===== src/rtl/mem_io_bus.sv =====
// -----------------------------------------------------------------------------
// mem_io_bus
// Bus controller between the CPU memory port and a synchronous-read RAM plus
// two memory-mapped I/O registers (LED output, switch input). One request is
// captured in IDLE, decoded, executed, and acknowledged with a single-cycle
// mem_ready pulse. Latency is fixed: 2 cycles for writes, I/O and unmapped
// accesses, 3 cycles for RAM reads (counted from the sampling edge).
//
// Ports
//   clk, rst_n            clock, asynchronous active-low reset
//   mem_cmd   [1:0]       01 read, 10 write, 00/11 no operation
//   mem_addr  [8:0]       request address
//   cpu_wdata [15:0]      write data
//   cpu_rdata [15:0]      read data, valid while mem_ready=1, held otherwise
//   mem_ready             one-cycle completion pulse
//   ram_addr  [RAM_AW-1:0], ram_wdata [15:0], ram_we   RAM request (EXEC only)
//   ram_rdata [15:0]      RAM read data, one clock after ram_addr
//   sw_in     [7:0]       raw asynchronous switches
//   led_out   [7:0]       LED register
//   bus_err               sticky unmapped-access flag
// -----------------------------------------------------------------------------
module mem_io_bus #(
   parameter int         RAM_AW   = 8,
   parameter logic [8:0] LED_ADDR = 9'h100,
   parameter logic [8:0] SW_ADDR  = 9'h140
) (
   input  logic              clk,
   input  logic              rst_n,
   input  logic [1:0]        mem_cmd,
   input  logic [8:0]        mem_addr,
   input  logic [15:0]       cpu_wdata,
   output logic [15:0]       cpu_rdata,
   output logic              mem_ready,
   output logic [RAM_AW-1:0] ram_addr,
   output logic [15:0]       ram_wdata,
   output logic              ram_we,
   input  logic [15:0]       ram_rdata,
   input  logic [7:0]        sw_in,
   output logic [7:0]        led_out,
   output logic              bus_err
);

   localparam logic [1:0] MREAD  = 2'b01;
   localparam logic [1:0] MWRITE = 2'b10;

   typedef enum logic [1:0] {IDLE, EXEC, RWAIT, ACK} state_t;

   state_t      state_q;
   logic        wr_q;
   logic [8:0]  addr_q;
   logic [15:0] data_q;
   logic [15:0] rdata_q;
   logic        ready_q;
   logic [7:0]  led_q;
   logic        err_q;
   logic [7:0]  sw_meta_q;
   logic [7:0]  sw_sync_q;

   logic ram_hit;
   logic led_hit;
   logic sw_hit;
   logic in_exec;

   // Decode always uses the captured address, never the live bus.
   assign ram_hit = ((32'(addr_q) >> RAM_AW) == 32'd0);
   assign led_hit = (addr_q == LED_ADDR);
   assign sw_hit  = (addr_q == SW_ADDR);
   assign in_exec = (state_q == EXEC);

   // RAM strobes come from state and captured request only, so an
   // asynchronous reset during EXEC removes ram_we immediately.
   assign ram_we    = in_exec && wr_q && ram_hit;
   assign ram_addr  = (in_exec && ram_hit) ? addr_q[RAM_AW-1:0] : '0;
   assign ram_wdata = (in_exec && ram_hit && wr_q) ? data_q : '0;

   assign cpu_rdata = rdata_q;
   assign mem_ready = ready_q;
   assign led_out   = led_q;
   assign bus_err   = err_q;

   // Two-flop synchronizer, free-running and independent of the FSM.
   always_ff @(posedge clk or negedge rst_n) begin
      if (!rst_n) begin
         sw_meta_q <= '0;
         sw_sync_q <= '0;
      end else begin
         sw_meta_q <= sw_in;
         sw_sync_q <= sw_meta_q;
      end
   end

   always_ff @(posedge clk or negedge rst_n) begin
      if (!rst_n) begin
         state_q <= IDLE;
         wr_q    <= 1'b0;
         addr_q  <= '0;
         data_q  <= '0;
         rdata_q <= '0;
         ready_q <= 1'b0;
         led_q   <= '0;
         err_q   <= 1'b0;
      end else begin
         ready_q <= 1'b0;
         case (state_q)
            IDLE: begin
               if (mem_cmd == MREAD || mem_cmd == MWRITE) begin
                  wr_q    <= (mem_cmd == MWRITE);
                  addr_q  <= mem_addr;
                  data_q  <= cpu_wdata;
                  state_q <= EXEC;
               end
            end
            EXEC: begin
               if (ram_hit) begin
                  if (wr_q) begin
                     state_q <= ACK;
                     ready_q <= 1'b1;
                  end else begin
                     // RAM registers ram_addr at this edge; data arrives in RWAIT.
                     state_q <= RWAIT;
                  end
               end else begin
                  state_q <= ACK;
                  ready_q <= 1'b1;
                  if (led_hit) begin
                     if (wr_q) led_q   <= data_q[7:0];
                     else      rdata_q <= {8'h00, led_q};
                  end else if (sw_hit) begin
                     // Writes to the switch register are silently dropped.
                     if (!wr_q) rdata_q <= {8'h00, sw_sync_q};
                  end else begin
                     err_q <= 1'b1;
                     if (!wr_q) rdata_q <= 16'h0000;
                  end
               end
            end
            RWAIT: begin
               rdata_q <= ram_rdata;
               state_q <= ACK;
               ready_q <= 1'b1;
            end
            ACK: begin
               state_q <= IDLE;
            end
            default: begin
               state_q <= IDLE;
            end
         endcase
      end
   end

endmodule


===== config.mk =====
export PLATFORM = sky130hd
export DESIGN_NAME = mem_io_bus
export DESIGN_NICKNAME = d
export VERILOG_FILES = /design/src/rtl/mem_io_bus.sv
export SDC_FILE = /design/constraint.sdc
export NUM_CORES = 1
export LEC_CHECK = 0
export CAP_MARGIN = 20
export CORE_UTILIZATION = 46
export DETAILED_ROUTE_END_ITERATION = 7
export PLACE_DENSITY_LB_ADDON = 0.1
export SETUP_SLACK_MARGIN = 0.02
export SLEW_MARGIN = 15
export SYNTH_ARGS = -nofsm -noshare
export SYNTH_HDL_FRONTEND = slang
export SYNTH_SLANG_ARGS = --single-unit

===== constraint.sdc =====
create_clock -name clk -period 2.5 [get_ports clk]
set_clock_uncertainty 0.05 [all_clocks]
set_input_delay 0.625 -clock clk [delete_from_list [all_inputs] [get_ports clk]]
set_output_delay 0.625 -clock clk [all_outputs]
set_load 0.1 [all_outputs]

* After elaboration in Yosys (flattened, before gate mapping)
Index checks and enable logic that the tools add are counted.
Word-level totals: output and inout bits 51, bits in registers 70, memory bits (writable) 0, latch bits 0, logic and storage cells 51, memories 0, input port bits 53, memory bits (read-only) 0
Operators by class: order comparisons 0, multipliers 0, multiplexer cells 16, bitwise operators 3, shifts and indexed selects 0, div/mod/pow operators 0, $add $sub $neg 0, equality and inequality tests 10, reduce and logical (&&, ||, !) cells 12
Operator list (count):
- 16-bit 2-to-1 mux | 7
- 32-bit zero test | 1
- 16-bit case mux with 2 select lines | 1
- 9-bit == test (second input constant) | 2
- 8-bit 2-to-1 mux | 1
- 2-bit case mux with 4 select lines | 1
- 4-bit AND reduction | 2
- 2-bit == test (second input constant) | 3
- 2-bit inequality test (second input constant) | 3
- 2-bit by 1-bit == test with 1-bit output (second input constant) | 2
- 1-bit logical AND | 4
- 2-bit 2-to-1 mux | 2
- 1-bit 2-to-1 mux | 3
- 1-bit inverter | 3
- 3-bit AND reduction | 1
- 2-bit zero test | 1
- 1-bit case mux with 2 select lines | 1
- 2-bit AND reduction | 1
- 2-bit nonzero test | 1
- 1-bit logical OR | 1

* Longest topological paths before layout
Gate-level depths: netlist of run 1.
depth in word-level cells 5, gate-level depth with buffers 6

* Least setup slack after synthesis of run 1
No wires, ideal clock.
path type flip-flop to output port, start point register state_q[1], end point output ram_wdata[10], slack -0.407 ns, cell stages (with the launch flop) 7, data required time 1.825 ns, arrival 2.232 ns, path buffers 2, cell sequence dfrtp_1 inv_1 ha_1 clkbuf_1 nor2b_1 clkbuf_1 and3_1
On the way: cells in the longest elaborated chain, start to end 4
RTL lines:
- from (decl) | line 48 | state_t state_q;
- from (signal assigned) | line 94 | state_q <= IDLE;
- from (signal assigned) | line 110 | state_q <= EXEC;
- from (signal assigned) | line 116 | state_q <= ACK;
- 2-bit by 1-bit == test with 1-bit output | line 68 | assign in_exec = (state_q == EXEC);
- 1-bit logical AND (2 in a row) | line 74 | assign ram_wdata = (in_exec && ram_hit && wr_q) ? data_q : '0;
- 16-bit 2-to-1 mux | line 74
- to (decl) | line 35 | output logic [15:0] ram_wdata,
No other way between the ends.

* Worst setup path in the final report of run 1
start point register state_q[1], end point output ram_wdata[7]
Same word-level chain as after synthesis.

==> results of run 1 <==
-- kinds of logic after synthesis --
family | Yosys count | share of synthesized area [%]
AO/OA/AOI/OAI | 21 | 4.073
adder cells (fa/ha/maj) | 5 | 1.958
buffers and inverters | 27 | 3.329
flip-flops | 70 | 54.84
multiplexers | 59 | 20.17
AND/OR/NAND/NOR | 79 | 15.63
-- layout make-up --
| class | instances | area, um2 |
|---|---|---|
| Tap cell | 80 | 100.1 |
| Clock buffer | 13 | 138.9 |
| Multi-Input combinational cell | 164 | 1399 |
| Clock inverter | 2 | 10.01 |
| Fill cell | 515 | 1986 |
| Sequential cell | 70 | 1752 |
| Timing Repair Buffer | 113 | 1326 |
| Inverter | 12 | 45.04 |
-- cell usage after synthesis --
cell type and instances:
dfrtp_1 70, mux2_2 43, nand2b_1 17, and3_1 16
mux2i_1 16, inv_1 12, clkbuf_1 11, nand2_1 11
a21oi_1 10, or2_2 9, a211oi_1 8, and2_1 8
nand4_1 8, ha_1 5, buf_2 4, nor2b_1 2
nor3_1 2, o21a_1 2, and2_2 1, and3b_1 1
nand4_4 1, nor2_1 1, nor3_2 1, nor4_4 1
o21ai_0 1
-- state kept, by name, summed over array words and instances (netlist names) --
signal,count
addr_q,9
sw_meta_q,8
state_q,2
sw_sync_q,8
data_q,16
cpu_rdata,16
wr_q,1
bus_err,1
led_out,8
mem_ready,1
-- critical path, cell delays in order (launching register included) --
cell and delay, ps:
dfrtp_1 400, inv_2 90, ha_1 170, nor2b_4 160
buf_12 160, and3_2 230, buf_12 180
-- how the worst max path moves through the flow --
stage	end	cells after the start	slack [ps]
finish	ram_wdata[7]	6	100
global route	ram_wdata[1]	6	20
CTS	ram_wdata[7]	6	20
detailed placement	data_q[10]$_DFFE_PN0P_	6	160
global placement	addr_q[4]$_DFFE_PN0P_	6	190
floorplan	ram_wdata[10]	6	-10
-- timing repair --
action,in CTS,in global routing
endpoints found under the setup margin,1,25
setup buffers,0,0
resized for setup,0,2
-- report_power, final --
part / total, mW / switching [mW] / internal [mW]
logic: 3.36 / 2.09 / 1.26
clock network: 0.744 / 0.391 / 0.353
registers: 1.79 / 0.298 / 1.50
total: 5.89 / 2.78 / 3.11
-- through the flow --
| stage | setup TNS [ps] | util (%) |
|---|---|---|
| floorplan | -54.27 | - |
| global placement | 0 | 68.33 |
| detailed placement | 0 | 68.33 |
| CTS | 0 | 70.54 |
| global route | 0 | 70.61 |
| finish | 0 | 70.61 |
-- per-layer routing --
metal / wire, um / global-route usage, %
met3: 510 / 8.268
met5: 0 / 0
met2: 3447 / 34.75
met1: 3087 / 26.70
met4: 55 / 5.606
==> results.yml, run 1 <==
worst_hold_path:
  hold_path_class: "input pin to asynchronous set/reset pin"
die:
  fp.dieH_um: 85.33
  core_area_mm2: 0.006756
  die-width_um: 85.33
  top_level_ports: 104
  start_util_pct: 47.28
  fp-row-count: 30
  die_area_mm2: 0.007281
flow_run:
  cap_viol_max_count: 0
cts:
  cts_max_path_buffers: 2
  clk_pin_slew_ps: 70
  cts_tree: "yes"
  cts-root-buf: "clkbuf_8"
  clk_latency_ps: 330
  numCtsBuffers: 9
  htree_levels: 3
  hold_buffers: 0
  clock-sinks: 70
placed_design:
  place_area_mm2: 0.004617
  routabilityCongestion: 0.7255
  hpwl_mm: 4.942
  port_buffers: 103
  place_ws_ps: 156.0
  dpl.cell_count: 439
power_and_ir_drop:
  ir_drop_mv: 0.6652
  leakagePower_nw: 2.153
  power.density_mw_per_mm2: 1235
  power_mw: 5.893
sta:
  slew_violations: 0
  period_minus_slack_ps: 2403
  rsz0062_at_grt: "true"
  fin_ws_ps: 97.11
  min_period_over_period_pct: 96.12
  slew_headroom_pct: 35.51
  fmax_mhz: 416.2
  hold_ws_ps: 123.6
  finalHoldViolCount: 0
  setup_violations: 0
  tightest_slew_ps: 959.9
worst_setup_path:
  criticalPathCategory: "register to output port"
  arrival_ps: 1730
  start_kind: "register"
  r2r_cells: 6
  end_kind: "output port"
  crit_required_ps: 1820
  critPathLaunch: "state_q[1]$_DFFE_PN0P_"
  r2r_end: "cpu_rdata[4]$_DFFE_PN0P_"
  cp_max_fo: 25
  reg2reg_from: "state_q[1]$_DFFE_PN0P_"
  regToRegSetupSlack_ps: 390
route:
  drt-pass1-iter-count: 4
  drc: 0
  drt_wl_total_mm: 7.100
  wl_per_cell_um: 15.64
  drtIter0Drc: 103
  viasPerCell: 5.104
  drtAntennaViolNets: 0
  vias: 2317
global_route:
  antenna_found_initial: 0
  grt_pass1_wl_mm: 11.92
  gr-total-overflow: 0
  grt_pass1_vias: 2449
  grt.total_usage_pct: 21.31
  grt_max_degree: 51
layout:
  antennaDiodeCount: 0
  final_cell_mix: "dfrtp_1 (70), clkdlybuf4s50_1 (51), mux2_2 (43)"
  final_cells: 454
  finish.instance_area_mm2: 0.004771
  drive_above_1_share_pct: 41.71
  final_common_cell: "dfrtp_1"
  areaGrowthSynthToFinish_pct: 49.35
  fin_nets: 428
yosys:
  netlist_instances: 261
  yosysTopAreaCell: "dfrtp_1"
  synth_cell_types: 25
  synth_area_mm2: 0.003194
  ys_top_cells_by_area: "dfrtp_1 (55%), mux2_2 (15%), mux2i_1 (5.0%)"
  seq_area_frac_synth_pct: 54.84
  synth_top_area_share_pct: 54.84
  syn_avg_cell_area_um2: 12.24
  yosysWarnings: 0
  syn_nets: 319
  ys_ff_latch: 70
outcome:
  outcome: "completed"
Note: power is estimated with default switching activity, not from simulation.
==> inputs of run 2 (changes only) <==
Settings changed: SETUP_SLACK_MARGIN 0.02 to unset.
==> results.yml, run 2 (synthesis gave the netlist of run 1 again) <==
layout:
  areaGrowthSynthToFinish_pct: 50.84
  final_cells: 455
  n_fill_cell: 473
  fin_nets: 428
  seq_area_mm2: 0.001753
  finish.instance_area_mm2: 0.004818
  final_cell_mix: "dfrtp_1 (69), clkdlybuf4s50_1 (51), mux2_2 (43)"
  final_common_cell: "dfrtp_1"
  multiInputGateArea_mm2: 0.001401
  antennaDiodeCount: 0
  drive_above_1_share_pct: 42.67
die:
  top_level_ports: 104
  die_area_mm2: 0.007281
  core_area_mm2: 0.006756
  fp-row-count: 30
  start_util_pct: 47.28
  die-width_um: 85.33
  fp.dieH_um: 85.33
flow_run:
  cap_viol_max_count: 0
sta:
  period_minus_slack_ps: 2406
  tightest_slew_ps: 924.9
  fmax_mhz: 415.7
  slew_headroom_pct: 37.87
  min_period_over_period_pct: 96.23
  rsz0062_at_grt: "false"
  finalHoldViolCount: 0
  slew_violations: 0
  setup_violations: 0
worst_hold_path:
  hold_path_class: "input pin to asynchronous set/reset pin"
route:
  drtAntennaViolNets: 0
  drt_wl_total_mm: 7.254
  drc: 0
  wl_per_cell_um: 15.94
  drt-pass1-iter-count: 5
  drtIter0Drc: 119
  viasPerCell: 5.198
  vias: 2365
placed_design:
  dpl.cell_count: 439
  port_buffers: 103
  routabilityCongestion: 0.7208
  place_area_mm2: 0.004604
  hpwl_mm: 5.041
worst_setup_path:
  critical_path.top_delay_family: "buffers and inverters"
  arrival_ps: 1730
  cp_cell_sequence: "inv_2 -> ha_2 -> nor2b_4 -> buf_12 -> and3_2 -> buf_12"
  r2r_cells: 6
  cp_max_fo: 25
  critical_path.slowest_cell: "dfrtp_1"
  critPathMaxStageDelay_ps: 390
  start_kind: "register"
  critPathBufInv: 3
  criticalPathCategory: "register to output port"
  reg2reg_from: "state_q[1]$_DFFE_PN0P_"
  end_kind: "output port"
  crit_required_ps: 1820
  cpMostUsedCell: "buf_12"
  regToRegSetupSlack_ps: 420
  r2r_end: "cpu_rdata[5]$_DFFE_PN0P_"
cts:
  post-cts-setup-buffers: 0
  cts-root-buf: "clkbuf_8"
  clk_pin_slew_ps: 70
  cts_max_path_buffers: 2
  htree_levels: 3
  clock-sinks: 70
  numCtsBuffers: 9
  clk_latency_ps: 340
  cts_tree: "yes"
  hold_buffers: 0
global_route:
  grt_pass1_wl_mm: 12.03
  grt_pass1_vias: 2502
  grt_max_degree: 30
  gr-total-overflow: 0
  grt.total_usage_pct: 21.71
  antenna_found_initial: 0
power_and_ir_drop:
  ir_drop_mv: 0.7176
  power.density_mw_per_mm2: 1256
  leakagePower_nw: 2.170
outcome:
  outcome: "completed"
[run 2: timing repair]
item	4_1_cts	5_1_grt
setup endpoints to repair	13	25
resized for setup	1	6
pin swaps	0	0
[run 2: power by group]
part / internal [mW] / leakage (nW) / switching [mW] / total (mW)
combinational: 1.25 / 1.22 / 2.09 / 3.35
sequential: 1.50 / 0.848 / 0.306 / 1.80
clock: 0.490 / 0.0976 / 0.410 / 0.900
total: 3.24 / 2.17 / 2.81 / 6.05
[run 2: worst max-delay path by stage]
stage / start / endpoint / slack (ps) / cells past startpoint
finish: state_q[1]$_DFFE_PN0P_ / ram_wdata[7] / 90 / 6
floorplan: state_q[1]$_DFFE_PN0P_ / ram_wdata[10] / -10 / 6
global placement: mem_cmd[0] / addr_q[4]$_DFFE_PN0P_ / 190 / 6
CTS: state_q[1]$_DFFE_PN0P_ / ram_wdata[0] / 30 / 6
global route: state_q[1]$_DFFE_PN0P_ / ram_wdata[7] / 20 / 6
detailed placement: mem_cmd[0] / addr_q[8]$_DFFE_PN0P_ / 130 / 6
[run 2: layer usage]
layer	global-route usage, %	up-vias	part of all wire (%)
li1	-	1120	-
met1	27.04	1167	43
met2	35.12	68	49
met3	7.393	10	6.5
met4	8.333	0	1.5
met5	0	-	0
[run 2: layout make-up]
cell class,count,share of cell area (%)
repair buffers,113,27.53
inverters,12,0.9348
multi-input cells,164,29.08
clock inverters,3,0.9089
clock buffers,13,3.090
flip-flops and latches,70,36.38
well taps,80,2.077
[run 2: stage by stage]
step / power, mW / setup slack, ps / hold WS, ps / TNS, ps / utilization (%)
after floorplan: 4.202 / -13.57 / 279.4 / -54.27 / -
after global placement: 5.091 / 188.2 / 283.5 / 0 / 68.15
after detailed placement: 5.154 / 127.1 / 284.7 / 0 / 68.15
after CTS: 6.085 / 28.81 / 145.7 / 0 / 71.06
after global routing: 6.392 / 17.34 / 169.7 / 0 / 71.31
final: 6.050 / 94.28 / 152.9 / 0 / 71.31
